[config.mk]
export PLATFORM = sky130hd
export DESIGN_NAME = alu_operand_stage
export DESIGN_NICKNAME = d
export VERILOG_FILES = /design/src/rtl/alu_pkg.sv /design/src/rtl/regfile_2r1w.sv /design/src/rtl/alu_operand_stage.sv
export SDC_FILE = /design/constraint.sdc
export NUM_CORES = 2
export LEC_CHECK = 0
export BUFFER_PORTS_ARGS = -buffer_cell sky130_fd_sc_hd__buf_2
export CORE_ASPECT_RATIO = 1.25
export CORE_MARGIN = 2
export CORE_UTILIZATION = 37
export DETAILED_ROUTE_END_ITERATION = 10
export HOLD_SLACK_MARGIN = 0.12
export SYNTH_ARGS = -nofsm -noshare
export SYNTH_HDL_FRONTEND = slang
export SYNTH_SLANG_ARGS = --single-unit
[constraint.sdc]
create_clock -name clk -period 2.7 [get_ports clk]
set_input_delay 0.54 -clock clk [delete_from_list [all_inputs] [get_ports clk]]
set_output_delay 0.54 -clock clk [all_outputs]
set_load 0.005 [all_outputs]
[src/rtl/alu_pkg.sv]
// Shared ALU definitions: default width, op_code encodings and flag bit positions.
package alu_pkg;

  localparam int N_DEFAULT    = 32;
  localparam int NREG_DEFAULT = 32;

  typedef enum logic [3:0] {
    OP_AND = 4'b0000,
    OP_OR  = 4'b0001,
    OP_XOR = 4'b0010,
    OP_NOR = 4'b0011,
    OP_ADD = 4'b0101,
    OP_SUB = 4'b0110,
    OP_SLT = 4'b0111
  } op_e;

  localparam int FLAG_OVF  = 2;
  localparam int FLAG_EQ   = 1;
  localparam int FLAG_ZERO = 0;

endpackage

[src/rtl/regfile_2r1w.sv]
// Architectural register file: two combinational read ports, one write port, r0 hardwired to zero.
module regfile_2r1w
  import alu_pkg::*;
#(
  parameter int W     = N_DEFAULT,
  parameter int DEPTH = NREG_DEFAULT,
  parameter int ABITS = $clog2(DEPTH)
) (
  input  logic             clk,
  input  logic             rstb,
  input  logic [ABITS-1:0] ra_addr,
  output logic [W-1:0]     ra_data,
  input  logic [ABITS-1:0] rb_addr,
  output logic [W-1:0]     rb_data,
  input  logic             we,
  input  logic [ABITS-1:0] wa,
  input  logic [W-1:0]     wd
);

  logic [W-1:0] regs [DEPTH];

  // Entry 0 is never written, so it stays at its reset value of zero.
  always_ff @(posedge clk or negedge rstb) begin
    if (!rstb) begin
      for (int i = 0; i < DEPTH; i++) regs[i] <= '0;
    end else if (we && (wa != '0)) begin
      regs[wa] <= wd;
    end
  end

  assign ra_data = (ra_addr == '0) ? '0 : regs[ra_addr];
  assign rb_data = (rb_addr == '0) ? '0 : regs[rb_addr];

endmodule

[src/rtl/alu_operand_stage.sv]
// Operand fetch (with writeback forwarding), registered EX stage feeding the external ALU,
// and a registered WB/result stage with valid/ready output and sticky overflow.
module alu_operand_stage
  import alu_pkg::*;
#(
  parameter int N    = N_DEFAULT,
  parameter int NREG = NREG_DEFAULT,
  parameter int AW   = $clog2(NREG)
) (
  input  logic          clk,
  input  logic          rstb,
  input  logic          in_valid,
  output logic          in_ready,
  input  logic [3:0]    in_op,
  input  logic [AW-1:0] in_rs,
  input  logic [AW-1:0] in_rt,
  input  logic [AW-1:0] in_rd,
  output logic [N-1:0]  alu_x,
  output logic [N-1:0]  alu_y,
  output logic [3:0]    alu_op,
  input  logic [N-1:0]  alu_z,
  input  logic          alu_ovf,
  input  logic          alu_eq,
  input  logic          alu_zero,
  output logic          res_valid,
  input  logic          res_ready,
  output logic [N-1:0]  res_data,
  output logic [AW-1:0] res_rd,
  output logic [2:0]    res_flags,
  output logic          ovf_sticky
);

  logic          ex_valid;
  logic [AW-1:0] ex_rd;
  logic          wb_free;
  logic          ex_advance;
  logic          accept;
  logic          wr_en;
  logic [N-1:0]  rf_x;
  logic [N-1:0]  rf_y;
  logic [N-1:0]  fwd_x;
  logic [N-1:0]  fwd_y;
  logic [2:0]    flags_now;

  assign wb_free    = ~res_valid | res_ready;
  assign ex_advance = ex_valid & wb_free;
  assign in_ready   = ~ex_valid | wb_free;
  assign accept     = in_valid & in_ready;
  // Overflowing results are reported but never committed to the register file.
  assign wr_en      = ex_advance & (ex_rd != '0) & ~alu_ovf;

  regfile_2r1w #(.W(N), .DEPTH(NREG), .ABITS(AW)) u_rf (
    .clk     (clk),
    .rstb    (rstb),
    .ra_addr (in_rs),
    .ra_data (rf_x),
    .rb_addr (in_rt),
    .rb_data (rf_y),
    .we      (wr_en),
    .wa      (ex_rd),
    .wd      (alu_z)
  );

  // Bypass the value being written this edge so a dependent op issues with no bubble.
  assign fwd_x = (in_rs == '0) ? '0 : (wr_en && (ex_rd == in_rs)) ? alu_z : rf_x;
  assign fwd_y = (in_rt == '0) ? '0 : (wr_en && (ex_rd == in_rt)) ? alu_z : rf_y;

  always_comb begin
    flags_now            = '0;
    flags_now[FLAG_OVF]  = alu_ovf;
    flags_now[FLAG_EQ]   = alu_eq;
    flags_now[FLAG_ZERO] = alu_zero;
  end

  always_ff @(posedge clk or negedge rstb) begin
    if (!rstb) begin
      ex_valid <= 1'b0;
      ex_rd    <= '0;
      alu_x    <= '0;
      alu_y    <= '0;
      alu_op   <= '0;
    end else if (accept) begin
      ex_valid <= 1'b1;
      ex_rd    <= in_rd;
      alu_x    <= fwd_x;
      alu_y    <= fwd_y;
      alu_op   <= in_op;
    end else if (ex_advance) begin
      ex_valid <= 1'b0;
    end
  end

  always_ff @(posedge clk or negedge rstb) begin
    if (!rstb) begin
      res_valid  <= 1'b0;
      res_data   <= '0;
      res_rd     <= '0;
      res_flags  <= '0;
      ovf_sticky <= 1'b0;
    end else if (ex_advance) begin
      res_valid  <= 1'b1;
      res_data   <= alu_z;
      res_rd     <= ex_rd;
      res_flags  <= flags_now;
      ovf_sticky <= ovf_sticky | alu_ovf;
    end else if (res_ready) begin
      res_valid  <= 1'b0;
    end
  end

endmodule

# Yosys cells after proc, flatten, opt, wreduce, memory -nomap -nowiden
# Cells that the tools add are included.
# word_totals
ff_bits	1140
latchBits	0
mem_bits_rw	0
romBits	0
input_bits	58
wordCells	87
mem_count	0
# op_classes
n_addsub	0
multipliers	0
n_div	0
magnitude_cmp	4
eq_ne	2
n_shift	0
muxes	17
bitwise_logic	13
n_reduce_logical	9
# ops
op	count
bitwise mux 1024 bit	1
binary-select mux 32 bit (select 5 bit)	2
two-way mux 32 bit	9
demux 32 bit (select 5 bit)	1
>= comparator 6 bit (second input constant)	3
inverter 5 -> 6 bit	3
== test 5 bit	2
logical NOT 5 bit	2
< comparator 6 x 1 -> 1 bit (second input constant)	1
nonzero test 5 bit	1
AND 1 bit	4
logical AND 1 bit	4
two-way mux 1 bit	4
nonzero test 2 bit	2
inverter 1 bit	3
OR 1 bit	3

# Depth between registers and ports, before layout
# depth
ltp_word	8
depth_mapped	9
mapped_depth_nobuf	5

# By module
# Synthesis repeated with hierarchy kept, for this count alone.
# unflattened
hier_cells	4156
area_unflattened_um2	59857.4
# by_module_without_submodules
mod	n_inst	cells_per_inst	area_each_um2	seq_area_each_um2
regfile_2r1w	1	3538	54054.3	25624.6
alu_operand_stage	1	618	5803.1	2902.8

# Worst setup path after synthesis
# Ideal clock, no wire load.
# synth_path
path_type	in2reg
from	in in_rt[0]
to	reg alu_y[30]
setup_time_ns	0.126
t_arrival_ns	2.224
required_time_ns	2.574
setup_slack_ns	0.350
stages	7
path_buffers	3
cell_sequence	buf_2 > buf_4 > buf_2 > mux4_2 > a211oi_1 > nor4b_1 > a221o_1
# synth_via
elab_chain_cells	6
# synth_lines
item	line_no	source
from (decl)	alu_operand_stage.sv:16	input logic [AW-1:0] in_rt,
inverter 5 -> 6 bit (implied by the code)	regfile_2r1w.sv:32	assign rb_data = (rb_addr == '0) ? '0 : regs[rb_addr];
binary-select mux 32 bit (select 5 bit)	regfile_2r1w.sv:32	
two-way mux 32 bit (implied by the code) (2 in a row)	regfile_2r1w.sv:32	
two-way mux 32 bit	alu_operand_stage.sv:66	assign fwd_y = (in_rt == '0) ? '0 : (wr_en && (ex_rd == in_rt)) ? alu_z : rf_y;
two-way mux 32 bit *	alu_operand_stage.sv:66	
to (signal assigned)	alu_operand_stage.sv:86	alu_y <= fwd_y;
to (decl)	alu_operand_stage.sv:19	output logic [N-1:0] alu_y,
# Mark *: on every way between the ends. The rest lies on a longest branch, timed or not. The select of a mux whose other input is x is not followed.
# A chain may end at the register's enable or synchronous reset.

# Worst setup path after layout
# layout_path
from	in alu_ovf
to	reg u_rf.regs[558] in the netlist's numbering
# layout_via
elab_chain_cells	3
# layout_lines
item	line_no	source
from (decl)	alu_operand_stage.sv:22	input logic alu_ovf,
inverter 1 bit	alu_operand_stage.sv:50	assign wr_en = ex_advance & (ex_rd != '0) & ~alu_ovf;
AND 1 bit	alu_operand_stage.sv:50	
logical AND 1 bit	regfile_2r1w.sv:26	end else if (we && (wa != '0)) begin
to (signal, indexed assignment)	regfile_2r1w.sv:27	regs[wa] <= wd;
to (decl)	regfile_2r1w.sv:20	logic [W-1:0] regs [DEPTH];
# No other way between the ends.

==> impl_metrics.json <==
{
  "grt_overflow": 0,
  "core-area_um2": 156000,
  "synthToLayoutAreaGrowth_pct": 16.5,
  "ctsHtreeMaxLevel": 3,
  "final_number_of_hold_violating_endpoints": 0,
  "detail_route.first_pass.iterations": 5,
  "cts_buffers": 114,
  "max_slew.worst_pin.slew_ps": 810,
  "fraction_of_the_mapped_netlist_area_in_simple_logic_gates_pct": 2.33,
  "synth.top_cell.area_share_pct": 49.2,
  "async_set_or_reset_register_ratio_after_synthesis_pct": 100,
  "element_type_at_the_critical_path_end": "register",
  "grt_first_pass_wirelength_mm": 283,
  "rsz_0062_raised_after_global_routing": "no",
  "place_inst": 5788,
  "yosys_warnings": 0,
  "antenna_violations_before_repair": 10,
  "worstReg2RegStart": "res_valid",
  "tritoncts": "yes",
  "synth_cell_types": 49,
  "final_min_period_ps": 2640,
  "placer_s_final_routability_congestion_estimate": 0.830,
  "num_rows": 162,
  "netlist_instances": 3714,
  "worst_hold_path_type": "in -> reg",
  "static_leak_uw": 0.0301,
  "worst_slack_ps": 55.2,
  "synth-adder-area-share_pct": 0,
  "cts.reportedPaths.clkPinSlew_ps": 60,
  "first_global_vias": 38900,
  "initialDrtViolationCount": 3113,
  "finalHoldWorstSlack_ps": 199,
  "final_min_period_over_clock_period_pct": 98.0,
  "totalPowerFinal_uw": 50700,
  "dp_hpwl_mm": 124,
  "synthesis.area_per_instance_um2": 15.6,
  "buffer_ports.inserted": 168,
  "synth.top_cells.by_area": "sky130_fd_sc_hd__dfrtp_1 (49%), sky130_fd_sc_hd__mux4_2 (20%), sky130_fd_sc_hd__mux2_2 (20%)",
  "yosys-mux-area-fraction_pct": 40.2,
  "yosys.area.top_type": "sky130_fd_sc_hd__dfrtp_1",
  "max_clock_freq_mhz": 378,
  "horizontal_die_dimension_um": 358,
  "fin_worst_skew_ps": 18.4,
  "synth.net_count": 3772,
  "final_cell_area_um2": 67600,
  "data_required_time_of_the_critical_path_ps": 3320,
  "critical_path_class": "in -> reg",
  "maximum_number_of_pins_on_one_net_before_global_route_repair": 92,
  "globalRouteTotalUtil_pct": 24.5,
  "commonest_cells_after_routing_fill_and_taps_aside": "sky130_fd_sc_hd__dfrtp_1 (1,140), sky130_fd_sc_hd__mux2_2 (1,007), sky130_fd_sc_hd__mux4_2 (512)",
  "clockBufferDepth": 3,
  "drt_drc_violations_left": 0,
  "synthXorXnorAreaFrac_pct": 0.151,
  "synth-seq-area-share_pct": 49.2,
  "synth_top_family_by_area": "multiplexers",
  "finish.cell_count_without_fillers": 6007,
  "worst_hold_startpoint": "res_ready",
  "power_per_cell_area_nw_per_um2": 751,
  "clock_sinks": 1140,
  "ios": 169,
  "setup.worst_path.start_class": "input port",
  "timing.critical_path.fanout_max": 19,
  "postPlaceCellArea_um2": 63700,
  "start_util_pct": 37.2,
  "rel_slew_slack_pct": 46.0,
  "clk-insertion-delay-late_ps": 750,
  "post-place-ws_ps": -117,
  "drt_wl_total_mm": 194,
  "ant_nets": 0,
  "setup_violations": 0,
  "maximum_resistive_drop_on_vdd_mv": 0.556,
  "die_area_um2": 160000,
  "route.detailed.wl_per_inst_um": 32.4,
  "cp-startpoint": "alu_ovf",
  "max_cap_viol_count": 0,
  "complex_gate_fraction_of_the_synthesized_area_pct": 4.49,
  "post_route_cells_drive_above_1_share_pct": 55.7,
  "via_density_per_instance": 6.17,
  "slew_violations": 0,
  "timing.critical_path.arrival_ps": 3270,
  "layout.filler_cells": 13800,
  "synth_area_um2": 58000,
  "vias_after_detailed_routing": 37000,
  "post_synthesis_register_bit_count": 1140,
  "outcome": "completed",
  "finalNetCount": 3927,
  "synth_enable_flop_cells": 0,
  "layout_commonest_cell": "sky130_fd_sc_hd__dfrtp_1",
  "cts.root.buffer_cell": "sky130_fd_sc_hd__clkbuf_16",
  "fp.dieH_um": 447,
  "synth_ff_type": "sky130_fd_sc_hd__dfrtp_1"
}
worst paths after layout:
check | end | slack (ps) | depth (start not counted)
worst min-delay path | res_valid | 200 | 3
worst max-delay path | u_rf.regs[558] | 60 | 8
max in group asynchronous | u_rf.regs[706] | 1300 | 3
worst min register to register | u_rf.regs[1009] | 390 | 0
min in group asynchronous | u_rf.regs[243] | 410 | 2
worst max register to register | alu_y[24] | 100 | 7
what timing repair did:
item	CTS	global route
hold endpoints to repair	48	0
hold buffers	13	0
buffers inserted	0	2
setup endpoints to repair	0	52
gates resized for setup	0	1
where the power goes:
| group | internal, uW | switching, uW | leakage [uW] | total [uW] |
|---|---|---|---|---|
| logic | 6670 | 4000 | 0.0130 | 10700 |
| clock network | 9330 | 7020 | 0.00185 | 16400 |
| registers | 20900 | 2830 | 0.0152 | 23700 |
flip-flops by register name, indices dropped and copies added, names as in the netlist, 3 cells and up:
| signal | flops |
|---|---|
| alu_op | 4 |
| alu_x | 32 |
| alu_y | 32 |
| ex_rd | 5 |
| res_data | 32 |
| res_flags | 3 |
| res_rd | 5 |
| u_rf.regs | 1024 |
Yosys cell counts, types with 4 or more instances:
library cell	instances
sky130_fd_sc_hd__a221o_1	32
sky130_fd_sc_hd__o21ai_1	18
sky130_fd_sc_hd__nor2_2	4
sky130_fd_sc_hd__or4_1	31
sky130_fd_sc_hd__nand3b_1	9
sky130_fd_sc_hd__buf_1	39
sky130_fd_sc_hd__clkbuf_1	220
sky130_fd_sc_hd__a22oi_1	32
sky130_fd_sc_hd__a211oi_1	64
sky130_fd_sc_hd__nor4_1	31
sky130_fd_sc_hd__mux2_2	1007
sky130_fd_sc_hd__nor2_1	13
sky130_fd_sc_hd__o221ai_1	31
sky130_fd_sc_hd__mux2_1	35
sky130_fd_sc_hd__nand2_1	18
sky130_fd_sc_hd__buf_6	26
sky130_fd_sc_hd__o21ai_0	15
sky130_fd_sc_hd__buf_2	113
sky130_fd_sc_hd__nand2b_1	7
sky130_fd_sc_hd__nand3_1	5
sky130_fd_sc_hd__o22a_1	31
sky130_fd_sc_hd__nor2b_1	70
sky130_fd_sc_hd__dfrtp_1	1140
sky130_fd_sc_hd__o22ai_1	126
sky130_fd_sc_hd__buf_4	40
sky130_fd_sc_hd__mux4_2	512
sky130_fd_sc_hd__xnor2_1	10
layout make-up:
| cell class | instances | area, um2 | share of cell area (%) |
|---|---|---|---|
| well taps | 2050 | 2560 | 3.80 |
| diodes | 2 | 5.00 | 0.00741 |
| clock inverters | 31 | 428 | 0.633 |
| multi-input cells | 2135 | 27500 | 40.8 |
| flip-flops and latches | 1140 | 28500 | 42.2 |
| clock buffers | 171 | 3330 | 4.93 |
| repair buffers | 478 | 5180 | 7.66 |
cell families after synthesis:
family / count (synthesis)
compound gates: 357
xor+xnor: 10
buf+inv: 439
flops: 1140
mux: 1556
simple gates: 212
routing by layer:
metal / GRT usage (%) / part of all wire (%) / wire, um
met3: 3.88 / 6.3 / 12300
met4: 9.19 / 3.6 / 7010
met5: 0 / 0.015 / 29
met2: 41.8 / 51 / 98500
met1: 31.3 / 39 / 76600
through the flow:
stage          utilization, %  setup TNS (ps)
2_1_floorplan               -               0
5_1_grt                  43.3               0
4_1_cts                  43.3               0
6_report                 43.4               0
3_3_place_gp             40.8           -3970
3_5_place_dp             40.8           -6110
worst max-delay path: stages:
cell and delay (ps):
sky130_fd_sc_hd__dlygate4sd3_1 530, sky130_fd_sc_hd__buf_2 140, sky130_fd_sc_hd__nand2b_1 330, sky130_fd_sc_hd__or3b_1 470
sky130_fd_sc_hd__or2_2 410, sky130_fd_sc_hd__nor2_4 210, sky130_fd_sc_hd__buf_12 240, sky130_fd_sc_hd__mux2_2 360
Power figures use the tool's default switching activity.
